File: src/rtl/shift_sequencer_if.sv
// Bundles the host command/status signals and the external lhs unit link of the shift sequencer.
// The slave modport is the sequencer. The master modport is the host together with the lhs unit.
interface shift_sequencer_if #(
    parameter int WIDTH = 8,
    parameter int CNT_W = 4
);
    logic             start;
    logic             clear;
    logic [1:0]       cmd;
    logic [WIDTH-1:0] data_in;
    logic             carry_in;
    logic [CNT_W-1:0] count;
    logic             busy;
    logic             done;
    logic [WIDTH-1:0] result;
    logic             carry_out;
    logic [1:0]       lhs_operation;
    logic [WIDTH-1:0] lhs_in;
    logic             lhs_carry_in;
    logic [WIDTH-1:0] lhs_out;
    logic             lhs_carry_out;

    modport master (
        output start, clear, cmd, data_in, carry_in, count, lhs_out, lhs_carry_out,
        input  busy, done, result, carry_out, lhs_operation, lhs_in, lhs_carry_in
    );

    modport slave (
        input  start, clear, cmd, data_in, carry_in, count, lhs_out, lhs_carry_out,
        output busy, done, result, carry_out, lhs_operation, lhs_in, lhs_carry_in
    );
endinterface

File: src/rtl/shift_sequencer.sv
// Multi-step shift/rotate sequencer. Each step is delegated to an external combinational
// lhs unit, and the accumulator and carry are fed back through that unit.
module shift_sequencer #(
    parameter int WIDTH = 8,
    parameter int CNT_W = 4
) (
    input  logic                clk,
    input  logic                reset,
    shift_sequencer_if.slave    bus
);
    typedef enum logic [1:0] {
        ST_IDLE  = 2'b00,
        ST_SHIFT = 2'b01,
        ST_DONE  = 2'b10
    } state_t;

    localparam logic [1:0] LHS_PASS = 2'b00;
    localparam logic [1:0] LHS_ZERO = 2'b11;

    state_t           state_r, state_s;
    logic [WIDTH-1:0] acc_r, acc_s;
    logic             c_r, c_s;
    logic [CNT_W-1:0] cnt_r, cnt_s;
    logic [1:0]       cmd_r, cmd_s;
    logic [1:0]       lhs_op_s;
    logic             lhs_cin_s;

    // Map a command to a shift direction. Bit 0 of cmd selects right (LSR/RRC) or left (LSL/RLC).
    function automatic logic [1:0] lhs_dir(input logic [1:0] op_cmd);
        return op_cmd[0] ? 2'b10 : 2'b01;
    endfunction

    // State register and datapath registers.
    always_ff @(posedge clk or negedge reset) begin
        if (!reset) begin
            state_r <= ST_IDLE;
            acc_r   <= {WIDTH{1'b0}};
            c_r     <= 1'b0;
            cnt_r   <= {CNT_W{1'b0}};
            cmd_r   <= 2'b00;
        end else begin
            state_r <= state_s;
            acc_r   <= acc_s;
            c_r     <= c_s;
            cnt_r   <= cnt_s;
            cmd_r   <= cmd_s;
        end
    end

    // Next-state, datapath update and lhs control. Clear overrides everything, including start.
    always_comb begin
        state_s   = state_r;
        acc_s     = acc_r;
        c_s       = c_r;
        cnt_s     = cnt_r;
        cmd_s     = cmd_r;
        lhs_op_s  = LHS_PASS;
        lhs_cin_s = 1'b0;
        if (bus.clear) begin
            lhs_op_s = LHS_ZERO;
            acc_s    = bus.lhs_out;
            c_s      = 1'b0;
            cnt_s    = {CNT_W{1'b0}};
            state_s  = ST_IDLE;
        end else begin
            case (state_r)
                ST_IDLE, ST_DONE: begin
                    if (bus.start) begin
                        acc_s   = bus.data_in;
                        c_s     = bus.carry_in;
                        cnt_s   = bus.count;
                        cmd_s   = bus.cmd;
                        state_s = (bus.count != {CNT_W{1'b0}}) ? ST_SHIFT : ST_DONE;
                    end else begin
                        state_s = ST_IDLE;
                    end
                end
                ST_SHIFT: begin
                    // Rotates (cmd[1]=1) feed the carry back in. Logical shifts feed in zero.
                    lhs_op_s  = lhs_dir(cmd_r);
                    lhs_cin_s = cmd_r[1] ? c_r : 1'b0;
                    acc_s     = bus.lhs_out;
                    c_s       = bus.lhs_carry_out;
                    cnt_s     = cnt_r - CNT_W'(1);
                    state_s   = (cnt_r == CNT_W'(1)) ? ST_DONE : ST_SHIFT;
                end
                default: begin
                    state_s = ST_IDLE;
                end
            endcase
        end
    end

    // While reset is held, the lhs controls are forced to pass, even if clear is high.
    assign bus.lhs_operation = reset ? lhs_op_s  : LHS_PASS;
    assign bus.lhs_carry_in  = reset ? lhs_cin_s : 1'b0;
    assign bus.lhs_in        = acc_r;
    assign bus.result        = acc_r;
    assign bus.carry_out     = c_r;
    assign bus.busy          = (state_r == ST_SHIFT);
    assign bus.done          = (state_r == ST_DONE);
endmodule

File: src/flat_wrapper.sv
// flat-port wrapper written by rule: the top's interface ports become plain ports
module shift_sequencer_flat 
#(
    parameter int WIDTH = 8,
    parameter int CNT_W = 4
)
  (clk, reset, bus_start, bus_clear, bus_cmd, bus_data_in, bus_carry_in, bus_count, bus_lhs_out, bus_lhs_carry_out, bus_busy, bus_done, bus_result, bus_carry_out, bus_lhs_operation, bus_lhs_in, bus_lhs_carry_in);
  shift_sequencer_if #(.WIDTH(WIDTH), .CNT_W(CNT_W)) bus_i ();
  input  logic clk;
  input  logic reset;
  input wire logic [$bits(bus_i.start)-1:0] bus_start;
  input wire logic [$bits(bus_i.clear)-1:0] bus_clear;
  input wire logic [$bits(bus_i.cmd)-1:0] bus_cmd;
  input wire logic [$bits(bus_i.data_in)-1:0] bus_data_in;
  input wire logic [$bits(bus_i.carry_in)-1:0] bus_carry_in;
  input wire logic [$bits(bus_i.count)-1:0] bus_count;
  input wire logic [$bits(bus_i.lhs_out)-1:0] bus_lhs_out;
  input wire logic [$bits(bus_i.lhs_carry_out)-1:0] bus_lhs_carry_out;
  output wire logic [$bits(bus_i.busy)-1:0] bus_busy;
  output wire logic [$bits(bus_i.done)-1:0] bus_done;
  output wire logic [$bits(bus_i.result)-1:0] bus_result;
  output wire logic [$bits(bus_i.carry_out)-1:0] bus_carry_out;
  output wire logic [$bits(bus_i.lhs_operation)-1:0] bus_lhs_operation;
  output wire logic [$bits(bus_i.lhs_in)-1:0] bus_lhs_in;
  output wire logic [$bits(bus_i.lhs_carry_in)-1:0] bus_lhs_carry_in;
  assign bus_i.start = bus_start;
  assign bus_i.clear = bus_clear;
  assign bus_i.cmd = bus_cmd;
  assign bus_i.data_in = bus_data_in;
  assign bus_i.carry_in = bus_carry_in;
  assign bus_i.count = bus_count;
  assign bus_i.lhs_out = bus_lhs_out;
  assign bus_i.lhs_carry_out = bus_lhs_carry_out;
  assign bus_busy = bus_i.busy;
  assign bus_done = bus_i.done;
  assign bus_result = bus_i.result;
  assign bus_carry_out = bus_i.carry_out;
  assign bus_lhs_operation = bus_i.lhs_operation;
  assign bus_lhs_in = bus_i.lhs_in;
  assign bus_lhs_carry_in = bus_i.lhs_carry_in;
  shift_sequencer #(.WIDTH(WIDTH), .CNT_W(CNT_W)) u_core (.clk(clk), .reset(reset), .bus(bus_i));
endmodule
File: config.mk
export PLATFORM = sky130hd
export DESIGN_NAME = shift_sequencer_flat
export DESIGN_NICKNAME = d
export VERILOG_FILES = /design/src/rtl/shift_sequencer_if.sv /design/src/rtl/shift_sequencer.sv /design/src/flat_wrapper.sv
export SDC_FILE = /design/constraint.sdc
export NUM_CORES = 1
export LEC_CHECK = 0
export BUFFER_PORTS_ARGS = -buffer_cell sky130_fd_sc_hd__buf_2
export CORE_ASPECT_RATIO = 0.9
export CORE_MARGIN = 2
export CORE_UTILIZATION = 45
export DETAILED_ROUTE_END_ITERATION = 6
export MAX_ROUTING_LAYER = met4
export PLACE_DENSITY = 0.9
export RECOVER_POWER = 25
export SYNTH_ARGS = -nofsm -noshare
export SYNTH_HDL_FRONTEND = slang
export SYNTH_SLANG_ARGS = --single-unit
File: constraint.sdc
create_clock -name clk -period 1.5 [get_ports clk]
set_input_delay 0.225 -clock clk [delete_from_list [all_inputs] [get_ports clk]]
set_output_delay 0.225 -clock clk [all_outputs]
set_load 0.01 [all_outputs]
==> results.txt <==
DIE AREA = 2620 µm²
Mapped Cells = 105
final cell count without fillers = 180
vias in the first global route = 924
Synth warnings = 0
number of vias per cell = 5.29
# IOs = 50
CTS tree = yes
Setup WS pre-CTS = 0.142 ns
Synth top cells by count = dfrtp_1 (17), nand2_1 (13), o21ai_0 (12)
final worst slack = 0.0279 ns
GR Overflow Total = 0
Detailed Routing Iterations Pass 1 = 4
FF+latch count, synth = 17
sequential-to-total area share from yosys stat = 42.5%
Rows = 16
Worst VDD drop = 0.680 mV
reg-to-reg slack, setup = 0.06 ns
initial antenna violation count = 0
type of the worst setup path = reg -> out
Die H = 48.7 µm
reg-to-reg startpoint = u_core.state_r[0]$_DFF_PN0_
1st-iter DRT viols = 30
status = completed
clock skew = 0.00254 ns
clk buf depth = 2
share of cells above drive strength 1 = 45.1%
Tcrit/Tclk final = 98.1%
Worst-path clk slew = 0.10 ns
I/O Buffers = 49
fin. max-slew vios = 0
Post-synth EDFFs = 0
fin nets = 184
unrepaired setup endpoints after global routing = true
global placer's final weighted congestion = 0.783
fmax = 0.679 GHz
CP Data Arrival Time = 1.25 ns
Total Routing Usage GR = 23.0%
worst-skew pair later-pin latency = 0.31 ns
CP Max Fanout = 2
drt total wl = 2500 µm
cell with the most instances after synthesis = dfrtp_1
Max-cap violations = 0
Synth top area share = 42.5%
post-detail-place hpwl = 1850 µm
Post-Synthesis Cell Area = 1000 µm²
Syn-to-layout area delta = 29.4%
hold path start = bus_cmd[0]
Leak Pwr = 0.655 nW
post-synth cell types = 30
Cell Pwr Density = 989 nW/µm²
Post-Place Cells = 172
Routed WL per cell = 13.9 µm
Starting Density = 46.7%
CP Launch Point = u_core.state_r[1]$_DFF_PN0_
Worst Tran Pin Value = 0.663 ns
top cell type by total area after synthesis = dfrtp_1
CP max stage delay = 0.39 ns
crit start category = flip-flop
# setup viols final = 0
Async SR Flop Fraction = 100%
Slew headroom = 55.8%
CP required = 1.27 ns
die width = 53.7 µm
TritonCTS Sinks = 17
dominant synthesized flop cell = dfrtp_1
first-pass GRT wire length = 4260 µm
Final Critical Period = 1.47 ns
Area contributors post-synth = dfrtp_1 (43%), mux2i_1 (8.0%), buf_4 (6.8%)
H-tree depth = 1
hold slack = 0.145 ns
CP Cell Sequence = nand2b_4, inv_4, o21ai_2, a21oi_1, buf_2
Routed Antenna Nets = 0
Final Hold Vio Count = 0
# DRC = 0
# diodes = 0
largest net degree at the start of global routing = 13
Core Box Area = 2140 µm²
type of the most critical hold path = in -> reg
syn_area_per_cell = 9.53 µm²
CTS buffer count = 3
Root Buffer = clkbuf_4
CP max stage cell = dfrtp_1
Worst Setup End Kind = output port
Vias = 953
Syn Nets = 135
## worst max-delay path, delay by kind of cell, from the launching register on
family | cells | cell delay (ns)
flops | 1 | 0.39
buf+inv | 2 | 0.22
simple gates | 1 | 0.16
compound gates | 2 | 0.16
## per-layer routing
layer	track usage, %	routed length [µm]
met1	28.0	1000
met2	37.0	1240
met3	4.63	217
met4	8.55	42
met5	-	0
## power breakdown
part	switching, W	internal (W)
clock	0.000162	0.0000999
combinational	0.000240	0.000200
sequential	0.0000520	0.000526
total	0.000454	0.000826
## state kept, by name, summed over array words and instances (netlist names)
register	flops
u_core.bus.lhs_in	8
u_core.cmd_r	2
u_core.state_r	2
u_core.bus.carry_out	1
u_core.cnt_r	4
## kinds of logic after synthesis
kind of cell / count (synthesis) / synth area share, %
compound gates: 25 / 14.5
fa+ha+maj: 2 / 2.50
buf+inv: 17 / 11.7
flops: 17 / 42.5
mux: 10 / 10.3
simple gates: 34 / 18.5
## final cells by class
class	count	area [µm²]
fill	175	847
multi-input combinational	71	480
sequential	17	425
timing repair buffer	57	310
tap	27	33.8
clock buffer	3	22.5
inverter	4	17.5
clock inverter	1	5.00
## cell usage in the layout, fill, tap and decap left out, types with 2 or more instances in the layout
| master | netlist | final |
|---|---|---|
| buf_2 | 2 | 48 |
| dfrtp_1 | 17 | 17 |
| nand2_1 | 13 | 13 |
| o21ai_0 | 12 | 11 |
| mux2i_1 | 8 | 8 |
| a21oi_1 | 5 | 5 |
| nor2_1 | 5 | 5 |
| buf_4 | 9 | 4 |
| inv_1 | 3 | 3 |
| nor3_1 | 4 | 3 |
| clkbuf_4 | 0 | 3 |
| nor2b_1 | 2 | 2 |
| o22ai_1 | 2 | 2 |
| mux2_2 | 2 | 2 |
| o21ai_1 | 2 | 2 |
| ha_1 | 2 | 2 |
| clkbuf_1 | 0 | 2 |
| buf_6 | 2 | 2 |
## path summary, 6_finish.rpt
kind,to,depth (start not counted)
worst max-delay path,bus_lhs_operation[0],5
worst min-delay path,u_core.cmd_r[0]$_DFFE_PN0P_,2
worst max register to register,u_core.cnt_r[0]$_DFFE_PN0P_,6
worst min register to register,u_core.bus.lhs_in[5]$_DFFE_PN0P_,2
max in group asynchronous,u_core.state_r[1]$_DFF_PN0_,3
min in group asynchronous,u_core.bus.carry_out$_DFFE_PN0P_,2
## stage by stage
stage	TNS (ns)	power [W]	cell area, µm²	util, %
floorplan	0	0.000869	1000	-
global route	-0.120	0.00136	1290	60.5
global placement	0	0.000968	1210	56.5
finish	0	0.00128	1290	60.5
detailed placement	0	0.000994	1210	56.5
CTS	0	0.00127	1290	60.0
## what timing repair did
| action | in CTS | in global routing |
|---|---|---|
| buffers inserted | 3 | 0 |
| hold buffers | 1 | 0 |
| pin swaps | 0 | 1 |
| gates resized for setup | 4 | 3 |
| endpoints found under the hold margin | 7 | 0 |
| setup endpoints to repair | 3 | 9 |
No activity file was read; power rests on OpenSTA's default activity.
